File: src/rtl/sprite_palette_bank.sv
// Banked 12-bit sprite palette with a default-table loader, one-cycle lookup
// and a frame-timed hit-flash that whitens non-transparent pixels.
module sprite_palette_bank #(
  parameter int IDX_W           = 4,
  parameter int N_BANKS         = 4,
  parameter int FLASH_FRAMES    = 8,
  parameter int TRANSPARENT_IDX = 0
) (
  input  logic                       clk_i,
  input  logic                       reset_i,
  input  logic                       pix_valid_i,
  input  logic [$clog2(N_BANKS)-1:0] pix_bank_i,
  input  logic [IDX_W-1:0]           pix_index_i,
  output logic                       out_valid_o,
  output logic [3:0]                 red_o,
  output logic [3:0]                 green_o,
  output logic [3:0]                 blue_o,
  output logic                       out_transparent_o,
  input  logic                       wr_valid_i,
  output logic                       wr_ready_o,
  input  logic [$clog2(N_BANKS)-1:0] wr_bank_i,
  input  logic [IDX_W-1:0]           wr_index_i,
  input  logic [11:0]                wr_rgb_i,
  input  logic                       flash_start_i,
  input  logic                       frame_start_i,
  output logic                       flashing_o,
  output logic                       init_done_o
);

  localparam int BANK_W = $clog2(N_BANKS);
  localparam int ADDR_W = BANK_W + IDX_W;
  localparam int DEPTH  = N_BANKS * (2 ** IDX_W);
  localparam logic [ADDR_W-1:0] LAST_ADDR = ADDR_W'(DEPTH - 1);
  localparam logic [IDX_W-1:0]  TRANSP    = IDX_W'(TRANSPARENT_IDX);
  localparam logic [7:0]        FLASH_LD  = 8'(FLASH_FRAMES);

  typedef enum logic {S_INIT, S_RUN} state_t;

  state_t              state_q, state_d;
  logic [ADDR_W-1:0]   addr_q, addr_d;
  logic [11:0]         mem_q [DEPTH];
  logic [11:0]         rgb_q;
  logic                out_valid_q;
  logic                transp_q;
  logic [7:0]          flash_cnt_q;
  logic                run;
  logic                lookup;
  logic                wr_fire;
  logic [ADDR_W-1:0]   pix_addr;
  logic [ADDR_W-1:0]   wr_addr;
  logic                pix_transp;

  // Default entry: grey level equal to the low nibble of the colour index.
  function automatic logic [11:0] init_rgb(input logic [ADDR_W-1:0] a);
    logic [3:0] d;
    d = 4'(a[IDX_W-1:0]);
    return {d, d, d};
  endfunction

  function automatic logic [11:0] flash_mix(input logic [11:0] c,
                                            input logic fl, input logic tr);
    return (fl && !tr) ? 12'hFFF : c;
  endfunction

  assign run        = (state_q == S_RUN);
  assign lookup     = run && pix_valid_i;
  assign wr_fire    = run && wr_valid_i;
  assign pix_addr   = {pix_bank_i, pix_index_i};
  assign wr_addr    = {wr_bank_i, wr_index_i};
  assign pix_transp = (pix_index_i == TRANSP);

  always_comb begin
    state_d = state_q;
    addr_d  = addr_q;
    case (state_q)
      S_INIT: begin
        addr_d = addr_q + 1'b1;
        if (addr_q == LAST_ADDR) state_d = S_RUN;
      end
      S_RUN: ;
      default: state_d = S_INIT;
    endcase
  end

  always_ff @(posedge clk_i) begin
    if (reset_i) begin
      state_q <= S_INIT;
      addr_q  <= '0;
    end else begin
      state_q <= state_d;
      addr_q  <= addr_d;
    end
  end

  // Storage: nonblocking update gives read-before-write on a shared address.
  always_ff @(posedge clk_i) begin
    if (!reset_i) begin
      if (!run)         mem_q[addr_q]  <= init_rgb(addr_q);
      else if (wr_fire) mem_q[wr_addr] <= wr_rgb_i;
    end
  end

  always_ff @(posedge clk_i) begin
    if (reset_i) begin
      out_valid_q <= 1'b0;
      transp_q    <= 1'b0;
      rgb_q       <= '0;
    end else begin
      out_valid_q <= lookup;
      transp_q    <= lookup && pix_transp;
      if (lookup) rgb_q <= flash_mix(mem_q[pix_addr], flash_cnt_q != 8'd0, pix_transp);
    end
  end

  // Flash countdown runs regardless of INIT/RUN; a new hit always reloads.
  always_ff @(posedge clk_i) begin
    if (reset_i)                                flash_cnt_q <= 8'd0;
    else if (flash_start_i)                     flash_cnt_q <= FLASH_LD;
    else if (frame_start_i && flash_cnt_q != 0) flash_cnt_q <= flash_cnt_q - 8'd1;
  end

  assign out_valid_o       = out_valid_q;
  assign out_transparent_o = transp_q;
  assign red_o             = rgb_q[11:8];
  assign green_o           = rgb_q[7:4];
  assign blue_o            = rgb_q[3:0];
  assign wr_ready_o        = run;
  assign init_done_o       = run;
  assign flashing_o        = (flash_cnt_q != 8'd0);

endmodule

File: config.mk
export PLATFORM = sky130hd
export DESIGN_NAME = sprite_palette_bank
export DESIGN_NICKNAME = d
export VERILOG_FILES = /design/src/rtl/sprite_palette_bank.sv
export SDC_FILE = /design/constraint.sdc
export NUM_CORES = 1
export LEC_CHECK = 0
export BUFFER_PORTS_ARGS = -buffer_cell sky130_fd_sc_hd__clkbuf_2
export CORE_ASPECT_RATIO = 1.25
export CORE_UTILIZATION = 56
export DETAILED_ROUTE_END_ITERATION = 8
export GPL_TIMING_DRIVEN = 0
export PLACE_DENSITY = 0.71
export SETUP_SLACK_MARGIN = 0.15
export SLEW_MARGIN = 20
export SYNTH_ARGS = -nofsm -noshare
export SYNTH_HDL_FRONTEND = slang
export SYNTH_SLANG_ARGS = --single-unit
File: constraint.sdc
create_clock -name clk_i -period 2.5 [get_ports clk_i]
set_clock_uncertainty 0.05 [all_clocks]
set_input_delay 0.25 -clock clk_i [delete_from_list [all_inputs] [get_ports clk_i]]
set_output_delay 0.25 -clock clk_i [all_outputs]
set_load 0.005 [all_outputs]
=== After elaboration in Yosys (flattened, before gate mapping) ===
Memories as Yosys holds them, arrays and structs flattened.
Cells that the tools add are included.

* Flip-flop bits (word level): 29
* Latch bits: 0
* RAM bits: 768
* ROM bits: 0
* Input port bits: 30
* Output and inout port bits: 17
* Memories: 1

{| class="wikitable"
|+ Memories
! memory !! words !! width !! read ports !! clocked after memory_dff !! write ports !! line !! text
|-
| mem_q || 64 || 12 || 1 || 0 || 1 || 41 || <nowiki>logic [11:0] mem_q [DEPTH];</nowiki>
|}

* $add $sub $neg: 2
* $mul: 0
* Div/mod/pow operators: 0
* Order comparisons: 0
* Equal/unequal tests: 1
* Shift-type cells: 0
* Mux-type cells: 15
* Bitwise logic cells: 0
* Reduce and logical (&&, ||, !) cells: 11

{| class="wikitable"
|+ Operators with widths
! operator !! number
|-
| 2-to-1 mux 12 bit || 2
|-
| OR reduction 12 bit || 1
|-
| 2-to-1 mux 1 bit || 10
|-
| 2-to-1 mux 4 bit || 2
|-
| nonzero test 8 bit || 1
|-
| subtractor 8 x 1 -> 8 bit (second input constant) || 1
|-
| adder 6 x 1 -> 6 bit (second input constant) || 1
|-
| equality test 6 bit (second input constant) || 1
|-
| 2-to-1 mux 6 bit || 1
|-
| logical AND 1 bit || 5
|-
| zero test 4 bit || 1
|-
| nonzero test 2 bit || 1
|-
| OR reduction 2 bit || 1
|-
| zero test 1 bit || 1
|}

=== Logic depth before layout (Yosys ltp) ===
Gate-level depths: netlist (run 1).

* Depth in word-level cells: 7
* Mapped depth: 10

=== Worst setup path after synthesis (run 1) ===
OpenSTA, ideal clock, no wires.

* Path kind: register to register
* Start point: reg state_q (netlist: init_done_o)
* End point: mem mem_q[10][0] (enable)
* Setup time: 380 ps
* Arrival time: 2,351 ps
* Required time: 2,070 ps
* Setup slack: -281 ps
* Stages on the path, launching flop included: 9
* Buffers on the path: 3
* Path through: dfxtp_1 buf_2 and3b_1 clkbuf_1 buf_2 mux2i_1 nor2b_1 nand2_1 nor2_1

* Cells in the longest elaborated chain, start to end: 7
* Elaborated cells between the ends (all ways): 11

{| class="wikitable"
|+ RTL lines
! item !! line !! text
|-
| start, declared || 39 || <nowiki>state_t state_q, state_d;</nowiki>
|-
| start signal, assigned || 90 || <nowiki>state_q <= state_d;</nowiki>
|-
| logical AND 1 bit || 67 || <nowiki>assign wr_fire = run && wr_valid_i;</nowiki>
|-
| 2-to-1 mux 1 bit || 99 || <nowiki>else if (wr_fire) mem_q[wr_addr] <= wr_rgb_i;</nowiki>
|-
| 2-to-1 mux 1 bit || 98 || <nowiki>if (!run) mem_q[addr_q] <= init_rgb(addr_q);</nowiki>
|-
| 2-to-1 mux 1 bit || 97 || <nowiki>if (!reset_i) begin</nowiki>
|-
| 2-to-1 mux 1 bit (not written as such) || 99 ||
|-
| OR reduction 12 bit (no line) || n/a ||
|-
| 2-to-1 mux 6 bit (no line) / 2-to-1 mux 1 bit (equally long branches) || n/a ||
|-
| end, declared || 41 ||
|}

Parallel ways exist; a longest one is shown, timed or not.

=== Worst setup path after layout (run 1) ===
* Start point: reg state_q (netlist: init_done_o)
* End point: mem mem_q[14][5] (enable)

The elaborated chain is that of the path after synthesis.

==> metrics.yaml, run 1 <==
status: "complete, but fails checks"
violations: "setup timing"
cp-start-kind: "register"
place_area_um2: 33000
p_int_w: 0.0220
vias: 18622
start_util: 0.568
synth.distinct_cells: 57
drive_gt1_frac: 0.335
yosys_warnings: 0
path_buf_inv: 4
pwr-share-comb: 0.067
setup_tns_ns: -16.65
p_per_area_nw_per_um2: 730
power_leakage_nw: 12.8
switching_share: 0.222
fin_area_um2: 38700
grt_max_degree: 65
syn_to_final_growth_pct: 23.8
p_sw_w: 0.00628
cts_buffer_depth: 3
dp.final_hpwl_um: 54000
yosysTopAreaCell: "edfxtp_1"
worst_slew_pin_slew_ns: 1.10
hold_viol: 0
slew_violations: 0
power_frac_clock: 0.410
critPathCaptureType: "register"
synth_edf_count: 768
core_um2: 55000
seq_area_um2: 23600
antenna_found_initial: 2
final.min_clock_period_ns: 2.62
vias_per_cell: 6.91
port_buffers: 43
root_buffer: "clkbuf_16"
insertion_delay_ns: 0.62
row_count: 96
ant_nets: 0
dp.cells: 2395
synth_top_area_share: 0.737
synth.area.top_cells: "edfxtp_1 74%, mux4_2 10%, mux2i_1 3.9%"
layout_commonest_cell: "edfxtp_1"
max-cap-violations: 0
critPathRequiredTime_ns: 2.80
setup_viol: 434
overflow: 0
fmax_ghz: 0.382
critPathKind: "reg -> reg"
clock-sinks: 797
async_flop_share: 0
seqPwrFrac: 0.523
dieArea_um2: 56800
min_path_type: "in -> reg"
irDropWorstVdd_uv: 448
grt_setup_unrepaired: "true"
synth_top_flop_cell: "edfxtp_1"
drt-wirelength-per-cell_um: 36.0
slowest_stage: "dfxtp_2"
drt-total-wl_um: 97000
drt-pass1-iter-count: 8
syn_nets: 1641
h-tree-depth: 3
die_h_um: 266
path_clk_slew_ns: 0.06
ys_ff_latch: 797
fin_nets: 1934
slew_headroom: 0.263
synthCells: 1609
final_util: 0.704
drc: 0
insertedDiodeCount: 0
multi_input_comb_area_um2: 8060
cp_cell_sequence: "buf_6 > buf_4 > nand3b_1 > buf_4 > nand3b_1 > nand2_2 > nand3_4 > nor2_4 > clkbuf_16"
tritoncts: "yes"
netlist_area_um2: 31300
layout_setup_ws_ns: -0.120
grt_pass1_vias: 18194
fillerInstances: 3245
grtUsageTotal: 0.331
path_delay_family: "simple AND/OR/NAND/NOR gates"
grt_pass1_wl_um: 129000
cp.arrival_ns: 2.92
fin_crit_sh: 1.05
avgSynthCellArea_um2: 19.4
initialDrtViolationCount: 2927
final_cells: 2696
ys_seq_area_frac: 0.756
worstPathMaxFanout: 6
mostFrequentLayoutCells: "768 x edfxtp_1, 143 x mux4_2, 114 x mux2i_1, 87 x clkbuf_16, 83 x buf_12"
numCtsBuffers: 75
die_w_um: 213
ios: 47
gp_congestion: 0.897
slowest_delay_ns: 0.33
[path summary, 6_finish.rpt]
check | start | endpoint | slack (ns) | cells past startpoint
setup / recovery | init_done_o | mem_q[14][5] | -0.12 | 9
hold / removal | frame_start_i | flash_cnt_q[1] | 0.15 | 5
setup reg to reg | init_done_o | mem_q[14][5] | -0.12 | 9
hold reg to reg | flash_cnt_q[1] | flash_cnt_q[1] | 0.46 | 2
[final cells by class]
cell class | count | share of cell area
plain buffers | 86 | 0.0171
flip-flops and latches | 797 | 0.611
multi-input cells | 721 | 0.208
inverters | 6 | 0.000582
clock buffers | 107 | 0.0553
clock inverters | 29 | 0.00756
well taps | 735 | 0.0238
repair buffers | 215 | 0.0766
[power by group through the flow]
stage / combinational, W / clock, W / sequential [W]
floorplan: 0.000976 / 0 / 0.0151
global placement: 0.00157 / 0 / 0.0151
detailed placement: 0.00167 / 0 / 0.0151
CTS: 0.00176 / 0.0114 / 0.0148
global route: 0.00194 / 0.0120 / 0.0148
finish: 0.00190 / 0.0116 / 0.0148
[layer usage]
layer  up-vias  GRT usage  routed length [um]
met5         -          0                  16
met3       394     0.0680               11300
met4         2      0.188                6660
li1       7172          -                   -
met1      9451      0.419               31900
met2      1603      0.535               47200
[sequential cells by signal (all words and copies together) (netlist names)]
name               flops
rgb_q                 12
addr_q                 6
out_transparent_o      1
flash_cnt_q            8
out_valid_o            1
init_done_o            1
mem_q                768
[through the flow]
step,worst slack [ns],total power [W],hold slack [ns]
floorplan,-0.166,0.0160,0.329
global placement,-1.34,0.0167,0.437
detailed placement,-1.24,0.0167,0.451
CTS,0.0270,0.0280,0.124
global route,-0.139,0.0287,0.171
finish,-0.120,0.0283,0.153
[cells in the mapped netlist, drive strengths merged, types with 5 or more instances]
library cell    n
inv             6
a31oi          10
nand2b          5
nor2b          14
mux4          143
a22oi          67
mux2i         122
nand2          78
dfxtp          29
a221oi          7
edfxtp        768
o21ai          14
nand3b          6
o22ai           7
nor2          124
a311oi          9
a21oi          15
clkbuf         32
xor2            8
a221o           8
nand3          25
buf            54
[cells by family after synthesis]
kind of cell / share of synthesized area
xor gates and xnor gates: 0.00336
adders and majority gates: 0.000800
DFF: 0.756
buffers and inverters: 0.0201
and+or+nand+nor: 0.0389
AOI/OAI and AO/OA: 0.0384
muxes: 0.142
[tightest hold or removal path: cells and delay by family]
family          cells  cell delay, ns
buf+inv             2            0.27
compound gates      2            0.14
simple gates        1            0.13
[what timing repair did]
item,CTS,global route
hold endpoints to repair,3,0
cloned,8,8
hold buffers,2,0
pin swaps,72,29
gates resized for setup,117,89
setup endpoints to repair,1399,1268
buffers inserted,123,24
Power figures use the tool's default switching activity.
==> run 2: changes to the inputs <==
Settings changed: CORE_ASPECT_RATIO 1.25 to not set.
==> metrics.yaml, run 2 (synthesized netlist as in run 1, its figures left out) <==
grt_setup_unrepaired: "true"
power_leakage_nw: 12.8
drt-total-wl_um: 91700
reg_top3: "mem_q (768), rgb_q (12), flash_cnt_q (8)"
cp-start-kind: "register"
insertion_delay_ns: 0.62
setup_viol: 599
mostFrequentLayoutCells: "768 x edfxtp_1, 143 x mux4_2, 115 x mux2i_1, 81 x clkbuf_16, 77 x buf_12"
die_h_um: 238
grt_max_degree: 65
vias: 18159
syn_to_final_growth_pct: 22.5
vias_per_cell: 6.72
top_register: "mem_q"
holdWs_ns: 0.0623
worstPathMaxFanout: 11
clock-sinks: 797
final_cells: 2704
root_buffer: "clkbuf_16"
grt_pass1_wl_um: 125000
port_buffers: 43
worst_slew_pin_slew_ns: 1.01
critPathRequiredTime_ns: 2.78
hold_viol: 0
start_util: 0.568
overflow: 0
power_frac_clock: 0.409
fillerInstances: 3308
dp.cells: 2406
p_int_w: 0.0219
critPathKind: "reg -> reg"
min_path_type: "in -> reg"
status: "complete, but fails checks"
final.min_clock_period_ns: 2.68
cts_buffer_depth: 3
path_clk_slew_ns: 0.07
die_w_um: 238
ant_nets: 0
antenna_found_initial: 3
critPathCaptureType: "register"
initialDrtViolationCount: 2782
grt_pass1_vias: 17689
dieArea_um2: 56800
p_per_area_nw_per_um2: 735
drc: 0
p_sw_w: 0.00625
fin_crit_sh: 1.07
violations: "setup timing"
irDropWorstVdd_uv: 817
numCtsBuffers: 78
cp.arrival_ns: 2.95
drive_gt1_frac: 0.326
final_util: 0.695
pwr-share-comb: 0.066
gp_congestion: 0.922
fmax_ghz: 0.373
layout_setup_ws_ns: -0.178
p_total_w: 0.0282
tritoncts: "yes"
drt-pass1-iter-count: 6
layout_commonest_cell: "edfxtp_1"
seqPwrFrac: 0.525
row_count: 86
fin_nets: 1928
ios: 47
slew_violations: 0
switching_share: 0.222
largest_reg_flops: 768
max-cap-violations: 0
h-tree-depth: 3
dp.final_hpwl_um: 52300
drt-wirelength-per-cell_um: 33.9
grtUsageTotal: 0.319
slew_headroom: 0.325
core_um2: 55100
run 2: power groups by stage:
stage               sequential (W)  combinational [W]  clock [W]
floorplan                   0.0151           0.000976          0
global placement            0.0151            0.00155          0
detailed placement          0.0151            0.00163          0
CTS                         0.0148            0.00173     0.0114
global route                0.0148            0.00191     0.0120
finish                      0.0148            0.00185     0.0115
run 2: critical path, stage by stage, from the launching register on:
cell and delay [ns]:
dfxtp_2 0.35, buf_6 0.12, and3b_2 0.20, buf_8 0.13, buf_8 0.13, mux2i_4 0.38, buf_6 0.16, buf_12 0.11
nand3_4 0.11, buf_12 0.19, buf_12 0.13, nor2_4 0.15, buf_12 0.16
run 2: timing repair:
action / CTS / global route
resized for setup: 106 / 59
hold buffers: 1 / 0
setup buffers: 122 / 27
cloned: 7 / 1
endpoints found under the setup margin: 1349 / 1409
pin swaps: 67 / 18
hold endpoints to repair: 1 / 0
run 2: cell type report:
cell class / instances / area [um2] / area share
Multi-Input combinational cell: 720 / 7950 / 0.207
Tap cell: 748 / 936 / 0.0244
Buffer: 86 / 661 / 0.0173
Clock inverter: 44 / 387 / 0.0101
Antenna cell: 2 / 5.00 / 0.000131
Clock buffer: 94 / 2030 / 0.0531
Inverter: 6 / 22.5 / 0.000588
Timing Repair Buffer: 207 / 2660 / 0.0695
Sequential cell: 797 / 23600 / 0.617
run 2: final timing paths:
path             startpoint             end  slack [ns]  cells past startpoint
max             init_done_o     mem_q[5][4]       -0.18                     12
min             pix_valid_i     out_valid_o        0.06                      3
max reg2reg     init_done_o     mem_q[5][4]       -0.18                     12
min reg2reg  flash_cnt_q[7]  flash_cnt_q[7]        0.47                      2
run 2: metal layers:
layer	vias to the layer above	global-route usage	share of wire
li1	7145	-	-
met1	9262	0.425	0.35
met2	1430	0.496	0.47
met3	320	0.0816	0.12
met4	2	0.153	0.052
met5	-	0	0.00014
run 2: per-stage QoR:
stage               instance area [um2]  TNS (ns)  setup slack (ns)
floorplan                         31500    -84.40            -0.166
global placement                  32700  -1355.25             -1.27
detailed placement                32900   -617.31             -1.09
CTS                               37800         0          0.000145
global route                      38300    -39.77            -0.174
finish                            38300    -30.59            -0.178
